==> src/rtl/ram_arb_pkg.sv <==
// Shared encodings for the RAM arbiter: priority modes, lock state, index width helper.
package ram_arb_pkg;

    localparam int PRIO_RR    = 0;
    localparam int PRIO_FIXED = 1;

    typedef enum logic {
        LK_UNLOCKED = 1'b0,
        LK_LOCKED   = 1'b1
    } lock_state_e;

    function automatic int clog2(input int n);
        int r;
        r = 1;
        while (((1 << r) < n) && (r < 31)) r++;
        return r;
    endfunction

endpackage

==> src/rtl/rr_arbiter.sv <==
// One-hot winner from an eligible mask: round-robin from ptr_i, or lowest index in fixed mode.
// Purely combinational; an empty mask yields an all-zero winner.
module rr_arbiter
    import ram_arb_pkg::*;
#(
    parameter int NCH  = 4,
    parameter int MODE = PRIO_RR
) (
    input  logic [NCH-1:0]          elig_i,
    input  logic [clog2(NCH)-1:0]   ptr_i,
    output logic [NCH-1:0]          win_o
);

    localparam int IW = clog2(NCH);
    localparam logic [IW:0] NCH_W = (IW+1)'(NCH);

    logic          found;
    logic [IW:0]   j;

    always_comb begin
        win_o = '0;
        found = 1'b0;
        j     = '0;
        for (int i = 0; i < NCH; i++) begin
            // Candidate index walks from the pointer and wraps past NCH-1.
            j = (MODE == PRIO_FIXED) ? (IW+1)'(i) : ({1'b0, ptr_i} + (IW+1)'(i));
            if (j >= NCH_W) j = j - NCH_W;
            if (!found && elig_i[j[IW-1:0]]) begin
                win_o[j[IW-1:0]] = 1'b1;
                found            = 1'b1;
            end
        end
    end

endmodule

==> src/rtl/ram_arbiter.sv <==
// Multi-channel single-port RAM arbiter with lock support; grant one cycle after request,
// read data RD_LAT+1 cycles after grant. Losers simply hold their request (no other backpressure).
module ram_arbiter
    import ram_arb_pkg::*;
#(
    parameter int NCH       = 4,
    parameter int AW        = 8,
    parameter int DW        = 32,
    parameter int RD_LAT    = 1,
    parameter int PRIO_MODE = PRIO_RR
) (
    input  logic                iCLK,
    input  logic                iRST,
    input  logic [NCH-1:0]      iREQ,
    input  logic [NCH-1:0]      iWE,
    input  logic [NCH-1:0]      iLOCK,
    input  logic [NCH*AW-1:0]   iADDR,
    input  logic [NCH*DW-1:0]   iWDATA,
    output logic [NCH-1:0]      oGNT,
    output logic [NCH-1:0]      oRVALID,
    output logic [DW-1:0]       oRDATA,
    output logic                oRAM_CE,
    output logic                oRAM_RD,
    output logic                oRAM_WR,
    output logic [AW-1:0]       oRAM_ADDR,
    output logic [DW-1:0]       oRAM_DATA_WR,
    input  logic [DW-1:0]       iRAM_DATA_RD
);

    localparam int IW = clog2(NCH);
    localparam logic [IW-1:0] LAST_IDX = IW'(NCH-1);

    logic [NCH-1:0]  gnt_q, rvalid_q, rvalid_d;
    logic            ram_ce_q, ram_rd_q, ram_wr_q;
    logic [AW-1:0]   ram_addr_q;
    logic [DW-1:0]   ram_wdat_q, rdata_q, rdata_d;
    logic [IW-1:0]   gnt_idx_q, ptr_q, ptr_d;
    lock_state_e     lock_state_q;
    logic [IW-1:0]   lock_idx_q;
    logic            tag_vld_q [RD_LAT];
    logic [IW-1:0]   tag_idx_q [RD_LAT];

    logic [NCH-1:0]  lock_mask, elig, win_oh;
    logic [IW-1:0]   win_idx;
    logic            win_vld;

    // A channel granted this cycle sits out this cycle's sampling; a lock excludes everyone else.
    assign lock_mask = (lock_state_q == LK_LOCKED) ? (NCH'(1) << lock_idx_q) : '1;
    assign elig      = iREQ & ~gnt_q & lock_mask;

    rr_arbiter #(
        .NCH  (NCH),
        .MODE (PRIO_MODE)
    ) u_rr_arbiter (
        .elig_i (elig),
        .ptr_i  (ptr_q),
        .win_o  (win_oh)
    );

    always_comb begin
        win_idx = '0;
        for (int i = 0; i < NCH; i++) begin
            if (win_oh[i]) win_idx = IW'(i);
        end
    end

    assign win_vld  = |win_oh;
    assign ptr_d    = (win_idx == LAST_IDX) ? '0 : win_idx + IW'(1);
    assign rvalid_d = tag_vld_q[RD_LAT-1] ? (NCH'(1) << tag_idx_q[RD_LAT-1]) : '0;
    assign rdata_d  = tag_vld_q[RD_LAT-1] ? iRAM_DATA_RD : '0;

    always_ff @(posedge iCLK) begin
        if (iRST) begin
            gnt_q      <= '0;
            ram_ce_q   <= 1'b0;
            ram_rd_q   <= 1'b0;
            ram_wr_q   <= 1'b0;
            ram_addr_q <= '0;
            ram_wdat_q <= '0;
            gnt_idx_q  <= '0;
            ptr_q      <= '0;
            rvalid_q   <= '0;
            rdata_q    <= '0;
            for (int i = 0; i < RD_LAT; i++) begin
                tag_vld_q[i] <= 1'b0;
                tag_idx_q[i] <= '0;
            end
        end else begin
            gnt_q      <= win_oh;
            ram_ce_q   <= win_vld;
            ram_rd_q   <= win_vld & ~iWE[win_idx];
            ram_wr_q   <= win_vld & iWE[win_idx];
            ram_addr_q <= win_vld ? iADDR[int'(win_idx)*AW +: AW] : '0;
            ram_wdat_q <= win_vld ? iWDATA[int'(win_idx)*DW +: DW] : '0;
            gnt_idx_q  <= win_idx;
            if (win_vld) ptr_q <= ptr_d;
            // Tag enters as the RAM sees the read and lines up with iRAM_DATA_RD at the tail.
            tag_vld_q[0] <= ram_rd_q;
            tag_idx_q[0] <= gnt_idx_q;
            for (int i = 1; i < RD_LAT; i++) begin
                tag_vld_q[i] <= tag_vld_q[i-1];
                tag_idx_q[i] <= tag_idx_q[i-1];
            end
            rvalid_q <= rvalid_d;
            rdata_q  <= rdata_d;
        end
    end

    always_ff @(posedge iCLK) begin
        if (iRST) begin
            lock_state_q <= LK_UNLOCKED;
            lock_idx_q   <= '0;
        end else if (win_vld) begin
            case (lock_state_q)
                LK_UNLOCKED: begin
                    if (iLOCK[win_idx]) begin
                        lock_state_q <= LK_LOCKED;
                        lock_idx_q   <= win_idx;
                    end
                end
                LK_LOCKED: begin
                    if (!iLOCK[win_idx]) lock_state_q <= LK_UNLOCKED;
                end
                default: lock_state_q <= LK_UNLOCKED;
            endcase
        end
    end

    assign oGNT         = gnt_q;
    assign oRVALID      = rvalid_q;
    assign oRDATA       = rdata_q;
    assign oRAM_CE      = ram_ce_q;
    assign oRAM_RD      = ram_rd_q;
    assign oRAM_WR      = ram_wr_q;
    assign oRAM_ADDR    = ram_addr_q;
    assign oRAM_DATA_WR = ram_wdat_q;

endmodule

==> config.mk <==
export PLATFORM = sky130hd
export DESIGN_NAME = ram_arbiter
export DESIGN_NICKNAME = d
export VERILOG_FILES = /design/src/rtl/ram_arb_pkg.sv /design/src/rtl/rr_arbiter.sv /design/src/rtl/ram_arbiter.sv
export SDC_FILE = /design/constraint.sdc
export NUM_CORES = 1
export LEC_CHECK = 0
export CELL_PAD_IN_SITES_DETAIL_PLACEMENT = 0
export CELL_PAD_IN_SITES_GLOBAL_PLACEMENT = 2
export CORE_AREA = 4 4 166 168
export CTS_CLUSTER_SIZE = 10
export DETAILED_ROUTE_END_ITERATION = 12
export DIE_AREA = 0 0 170 172
export GPL_ROUTABILITY_DRIVEN = 1
export PLACE_DENSITY_LB_ADDON = 0.1
export SYNTH_ARGS = -nofsm -noshare
export SYNTH_HDL_FRONTEND = slang
export SYNTH_SLANG_ARGS = --single-unit
==> constraint.sdc <==
create_clock -name iCLK -period 3.5 [get_ports iCLK]
set_input_delay 0.35 -clock iCLK [delete_from_list [all_inputs] [get_ports iCLK]]
set_output_delay 0.35 -clock iCLK [all_outputs]
set_load 0.01 [all_outputs]
# After elaboration in Yosys (flattened, before gate mapping)
# Memories as Yosys holds them, arrays and structs flattened.
# Cells that the tools add are included.
# totals
ff_bits,90
latch_bits,0
mem_bits_rw,3
rom_bits,0
in_bits,206
out_inout_bits,83
n_memories,2
# mem_list
memory,words,width,read_ports,rd_clocked_by_memory_dff,wr,line,source
tag_idx_q,1,2,1,0,1,ram_arbiter.sv:41,logic [IW-1:0] tag_idx_q [RD_LAT];
tag_vld_q,1,1,1,0,1,ram_arbiter.sv:40,logic tag_vld_q [RD_LAT];
# op_classes
add_sub_neg,8
n_mul,0
n_div,0
magnitude_cmp,13
eq_ne,1
shift,4
muxes,44
bitwise,12
reduce_logical,16
# op_table
operator,n
indexed part select 128 x 8 -> 32 bit,1
indexed part select 32 x 6 -> 8 bit,1
two-way mux 1 bit,21
two-way mux 4 bit,5
two-way mux 2 bit,8
< comparator 2 x 3 -> 1 bit (second input constant),5
binary-select mux 1 bit (select 2 bit),6
bitwise OR 4 bit,3
>= comparator 3 bit (second input constant),3
bitwise AND 4 bit,2
demux 1 bit (select 2 bit),4
>= comparator 2 x 1 -> 1 bit (second input constant),4
left shift 1 x 2 -> 4 bit (first input constant),2
subtractor 2 x 1 -> 2 bit (second input constant),4
logical AND 1 bit,7
adder 2 x 2 -> 3 bit (second input constant),2
OR reduction 2 bit,3
NOT 1 bit,4
NOT 4 bit,1
OR reduction 4 bit,1
adder 2 x 1 -> 3 bit (second input constant),1
>= comparator 2 x 3 -> 1 bit (second input constant),1
zero test 1 bit,3
AND reduction 3 bit,1
other kinds (4),5

# Depth between registers and ports, before layout
# logic_depth
word_depth,22
mapped_depth,14
ltp_nobuf,11

# Modules after synthesis
# From an unflattened synthesis, not the netlist that was laid out.
# unflattened
hier_cells,447
area_unflattened_um2,4302.9
# modules_own_cells
mod,n_inst,cells_per_inst,area_each_um2,seq_area_each_um2
ram_arbiter,1,417,4000.1,1861.8
rr_arbiter,1,30,302.8,0.0

# Worst setup path before layout
# No wires, ideal clock.
# synth_timing
kind,reg-to-reg
startpoint,reg ptr_q[0]
endpoint,"reg ram_wdat_q[17], in the netlist oRAM_DATA_WR[17]"
setup_ps,117
t_arrival_ps,3175
slack_ps,209
path_stages_with_launch,13
path_buffers,2
synth_period_minus_slack_ps,3291
path_cell_list,dfxtp_1 > clkinv_1 > ha_1 > a211o_1 > and2_1 > a32o_1 > a222oi_1 > and2_1 > buf_4 > nand4_4 > nor2b_4 > buf_4 > a22o_1
# synth_via
elab_chain_len,18
elab_cells_between_ends,66
classes_between,add/sub (7); order compare (12); shift (1); mux (30); bitwise (4); reduce/logical (12)
# synth_lines
element,line,source
from (decl),ram_arbiter.sv:37,"logic [IW-1:0] gnt_idx_q, ptr_q, ptr_d;"
from (signal assigned),ram_arbiter.sv:96,if (win_vld) ptr_q <= ptr_d;
"parallel branches: the longest is 13 deep, another holds adder 2 x 1 -> 3 bit",-,
two-way mux 4 bit *,rr_arbiter.sv:28,if (!found && elig_i[j[IW-1:0]]) begin
two-way mux 1 bit,ram_arbiter.sv:63,if (win_oh[i]) win_idx = IW'(i);
two-way mux 2 bit (2 in a row),ram_arbiter.sv:63,
indexed part select 128 x 8 -> 32 bit,ram_arbiter.sv:94,ram_wdat_q <= win_vld ? iWDATA[int'(win_idx)*DW +: DW] : '0;
to (signal assigned),ram_arbiter.sv:94,
to (decl),ram_arbiter.sv:36,"logic [DW-1:0] ram_wdat_q, rdata_q, rdata_d;"
# Every way passes the cells marked *. The select of a mux whose other input is x is not followed.
# A chain may end at the register's enable or synchronous reset.

# Worst setup path in the final report
# layout_timing
startpoint,reg ptr_q[1]
endpoint,reg lock_idx_q[0]
# layout_via
elab_chain_len,20
elab_cells_between_ends,66
classes_between,add/sub (7); order compare (12); mux (32); bitwise (3); reduce/logical (12)
# layout_lines
element,line,source
"parallel branches: the longest is 13 deep, another holds adder 2 x 1 -> 3 bit",-,
two-way mux 4 bit *,rr_arbiter.sv:28,
two-way mux 1 bit,ram_arbiter.sv:63,
two-way mux 2 bit (2 in a row),ram_arbiter.sv:63,
binary-select mux 1 bit (select 2 bit),ram_arbiter.sv:116,if (iLOCK[win_idx]) begin
two-way mux 1 bit (not written as such),ram_arbiter.sv:116,
AND reduction 3 bit (no line),-,
to (signal assigned),ram_arbiter.sv:118,lock_idx_q <= win_idx;
to (decl),ram_arbiter.sv:39,logic [IW-1:0] lock_idx_q;
# Marks and branches as above.

==> impl_summary.md <==
Status
The flow ran to the end, and the final reports show no timing, DRC or antenna violations.

Drt
The initial DRC count is 200. The count of TritonRoute iterations in the first routing pass is 7. The routed length per instance is between 15 and 20 um.

The count of antenna-violating nets left after detailed routing is 0. After detailed routing, the number of remaining DRC violations is 0. Using the TritonRoute via totals, the vias-per-cell ratio works out to 4.090. The routed wire length is 18470 um. The total via count after detailed routing is 4532.

Critical path
STA classifies the critical path endpoint as a register. The data arrival time of the worst path is approximately 3.5 ns. Data on the critical path is required at its endpoint by approximately 3.7 ns. The largest driver fanout on the critical path is 7. The worst register-to-register path has a setup slack of 0.27 ns. The worst setup path is launched from a register. The critical path is of the reg2reg type.

Logic synthesis
The proportion of register bits with asynchronous set or reset after synthesis is 0%. After synthesis the netlist holds a flip-flop and latch count of 93. The area fraction in and, or, nand and nor cells after synthesis is 25.06%. The number of synthesis warnings is 0. By area, the combinational part of the netlist is dominated by simple AND/OR/NAND/NOR gates. The leading register cell type out of synthesis is sky130_fd_sc_hd__dfxtp_1. Counting flops with a built-in enable in the synthesized netlist gives 0. After technology mapping, the gate count stands at 482. The synthesized-area fraction occupied by ao, oa, aoi and oai cells is 21.72%.

The post-synthesis cell area is 4124 um^2. The sequential cell area fraction in the yosys report is 45.15%. Of the total synthesized cell area, the portion taken by full adders, half adders and majority gates is under 10%. The number of unique standard cell types used by synthesis is 46. The post-synthesis net count is 695. The multiplexer area fraction after synthesis is 1.365%. Summing the areas of all xor and xnor instances in the mapped netlist gives 0% of the synthesized area. The mean cell area of the mapped netlist is 8.556 um^2.

Placed design
The wire-length estimate of the detail-placed layout is 14420 um. The placed instances occupy a cell area of ~7500 um^2. In this run the tool buffered the top-level ports with roughly 290 buffer cells. The last weighted congestion value of the routability-driven placer is 0.8989.

Timing
Setup repair after global routing left no endpoint under its margin. The hold violation total from the final report is 0. For the pin with the worst max-slew slack, the measured transition is 0.5644 ns. On the final layout, the worst hold slack is 0.4410 ns.

The final critical path takes up around 92% of the cycle. Setup violations remaining at the end of the flow were counted as 0. The max-slew violation count came to 0. Between clock sinks in the finished design, the worst skew comes to 0.01357 ns. Measured against its own limit, the worst slew margin works out to 62.37%. The time the worst path needs with I/O delays and setup is 3.234 ns. The maximum operating frequency is roughly 300 MHz. Summed over all failing endpoints, the final setup total negative slack is 0 ns.

Pwr
The static power due to leakage is 3.016 nW. VDD sags by at most 434.0 uV. For this design the ratio of total power to cell area is 753.7 nW/um^2. The switching power is 2.400 mW.

The relative contribution of sequential cells to total power is between 20% and 30%. Combinational logic is responsible for 59.3% of the overall power. Cell internal power was estimated by the tool at between 3 and 4 mW. In this run switching power makes up about two fifths of total power. The relative contribution of the clock network to total power is 17.2%.

Clock tree
The clock edge transition at the registers on the reported setup and hold paths is 0.08 ns. The insertion delay of the later-clocked pin in the worst-skew pair is 0.35 ns. The maximum count of clock buffers along a single path is 2.

TritonCTS built the clock tree. After clock tree synthesis, the setup repair step added 0 buffers. The tree built by TritonCTS fans out to between 90 and 100 sinks. The master cell of the clock root buffer is sky130_fd_sc_hd__clkbuf_16.

The H-tree was split into 3 levels. Buffers inserted during clock tree synthesis total 9. The total of hold buffers inserted after clock tree synthesis is 0.

The post-CTS resize count is 0.

Cells and area
The share of cells above drive strength 1 is 6.226%. At the end of the flow, the number of nets in the layout was 979. The combined flip-flop and latch cell area is 1862 um^2. The number of fill cells is ~2700. The footprint of the multi-input gates is 2087 um^2. The final design instance area without fill is between 7000 and 8000 um^2. The signed area change from the synthesized netlist to the final layout is 88.29%.

Global routing
After global routing, the most crowded layer is met2. The met1 capacity usage during global routing is 13.40%. The number of global-route vias before repair came to approximately 4700. The initial antenna violation count came to 3. The total congestion overflow after global routing is 0. The global-route wire length before repair is 26830 um. The global routing met2 resource utilization is 20.47%. The global-route usage over all layers is 11.90%.

For this run, global-route usage on met3 was measured as 4.847%. Entering global routing, the biggest net connects 46 pins.

Job
The total of max-cap violations is 0.

Die
The vertical die dimension is 172 um. The core region is 25910 um^2. The horizontal extent of the die is 170 um. The die covers 29240 um^2.

For this configuration, the core starts out at a cell density of approximately 16%. The number of top-level pins is between 200 and 300. The number of rows created at floorplan is 59.

Hold path
The tightest min-delay check is of the reg2reg type.
-- placed cells by master, fill, tap and decap left out, types with 3 or more instances in the layout --
cell type	count
sky130_fd_sc_hd__nand3_1	8
sky130_fd_sc_hd__nor3_1	5
sky130_fd_sc_hd__ha_1	7
sky130_fd_sc_hd__nor2b_1	7
sky130_fd_sc_hd__a221oi_1	4
sky130_fd_sc_hd__o21ai_0	3
sky130_fd_sc_hd__nand2b_1	7
sky130_fd_sc_hd__and2_1	35
sky130_fd_sc_hd__inv_1	4
sky130_fd_sc_hd__clkbuf_16	9
sky130_fd_sc_hd__a22o_1	41
sky130_fd_sc_hd__buf_4	15
sky130_fd_sc_hd__buf_12	4
sky130_fd_sc_hd__nor2_1	48
sky130_fd_sc_hd__dfxtp_1	93
sky130_fd_sc_hd__a21oi_1	5
sky130_fd_sc_hd__nand2_1	97
sky130_fd_sc_hd__clkdlybuf4s50_1	288
sky130_fd_sc_hd__a31oi_1	42
-- cells in the mapped netlist (3+ instances only) --
| cell type | number | area share, % |
|---|---|---|
| sky130_fd_sc_hd__and2_1 | 36 | 5.5 |
| sky130_fd_sc_hd__clkbuf_1 | 21 | 1.9 |
| sky130_fd_sc_hd__nand2b_1 | 7 | 1.1 |
| sky130_fd_sc_hd__nand3_1 | 8 | 0.97 |
| sky130_fd_sc_hd__buf_4 | 3 | 0.55 |
| sky130_fd_sc_hd__ha_1 | 7 | 2.1 |
| sky130_fd_sc_hd__a21oi_1 | 5 | 0.61 |
| sky130_fd_sc_hd__buf_6 | 3 | 0.82 |
| sky130_fd_sc_hd__nor2b_1 | 8 | 1.2 |
| sky130_fd_sc_hd__nor2_1 | 49 | 4.5 |
| sky130_fd_sc_hd__nor3_1 | 5 | 0.61 |
| sky130_fd_sc_hd__a31oi_1 | 42 | 6.4 |
| sky130_fd_sc_hd__a221oi_1 | 4 | 0.85 |
| sky130_fd_sc_hd__a22o_1 | 41 | 8.7 |
| sky130_fd_sc_hd__buf_2 | 7 | 0.85 |
| sky130_fd_sc_hd__dfxtp_1 | 93 | 45 |
| sky130_fd_sc_hd__inv_1 | 4 | 0.36 |
| sky130_fd_sc_hd__o21ai_0 | 3 | 0.36 |
| sky130_fd_sc_hd__nand2_1 | 97 | 8.8 |
-- final cells by class --
type | count | share of cell area, %
Timing Repair Buffer | 307 | 39.61
Multi-Input combinational cell | 350 | 26.88
Sequential cell | 93 | 23.98
Tap cell | 335 | 5.398
Clock buffer | 9 | 2.900
Clock inverter | 7 | 0.9346
Inverter | 5 | 0.2417
Antenna cell | 2 | 0.06445
-- metal layers --
layer	part of all wire (%)	vias to the layer above
met5	0.11	-
met4	1.5	2
met3	10	21
met2	49	205
met1	39	2042
li1	-	2262
-- cell families (layout without fill, tap and decap cells) --
logic type                 Yosys count  after routing
DFF                                 93             93
adders and majority gates            7              7
and+or+nand+nor                    221            221
other                                0              2
buffers and inverters               39            328
muxes                                4              4
AOI/OAI and AO/OA                  118            118
-- power by group through the flow --
stage	Sequential (mW)	Combinational, mW	Clock [mW]
floorplan	1.49	2.09	0
global placement	1.40	3.57	0
detailed placement	1.40	3.54	0
CTS	1.38	3.55	1.07
global route	1.40	3.87	1.10
finish	1.38	3.47	1.00
-- state kept, by name, indices dropped and copies added, names as in the netlist, 2 cells and up --
register	cells
oGNT	4
oRAM_ADDR	8
gnt_idx_q	2
lock_idx_q	2
ptr_q	2
oRVALID	4
tag_idx_q	2
oRDATA	32
oRAM_DATA_WR	32
-- through the flow --
stage          power (mW)  util, %  worst slack (ns)  instances
2_1_floorplan       3.584        -            0.2085        482
3_3_place_gp        4.967    28.80            0.1894       1090
3_5_place_dp        4.948    28.80            0.1702       1090
4_1_cts             6.004    29.95            0.2958       1106
5_1_grt             6.371    29.97           0.01087       1108
6_report            5.853    29.97            0.2663       1108
-- critical path, cell delays in order, from the launching register on --
cell	delay, ns
sky130_fd_sc_hd__dfxtp_1	0.34
sky130_fd_sc_hd__inv_1	0.10
sky130_fd_sc_hd__ha_1	0.43
sky130_fd_sc_hd__inv_1	0.08
sky130_fd_sc_hd__a211oi_1	0.30
sky130_fd_sc_hd__nor3_1	0.11
sky130_fd_sc_hd__a32o_1	0.25
sky130_fd_sc_hd__a222oi_1	0.41
sky130_fd_sc_hd__buf_4	0.19
sky130_fd_sc_hd__nand3_1	0.10
sky130_fd_sc_hd__a311oi_2	0.32
sky130_fd_sc_hd__o211ai_1	0.16
sky130_fd_sc_hd__mux2_1	0.32
-- path summary, 6_finish.rpt --
| kind | from | endpoint | cells past startpoint |
|---|---|---|---|
| hold reg to reg | gnt_idx_q[1] | tag_idx_q[0][1] | 1 |
| setup / recovery | ptr_q[1] | lock_idx_q[0] | 12 |
| setup reg to reg | ptr_q[1] | lock_idx_q[0] | 12 |
| hold / removal | gnt_idx_q[1] | tag_idx_q[0][1] | 1 |
(Power assumes the default switching activity.)
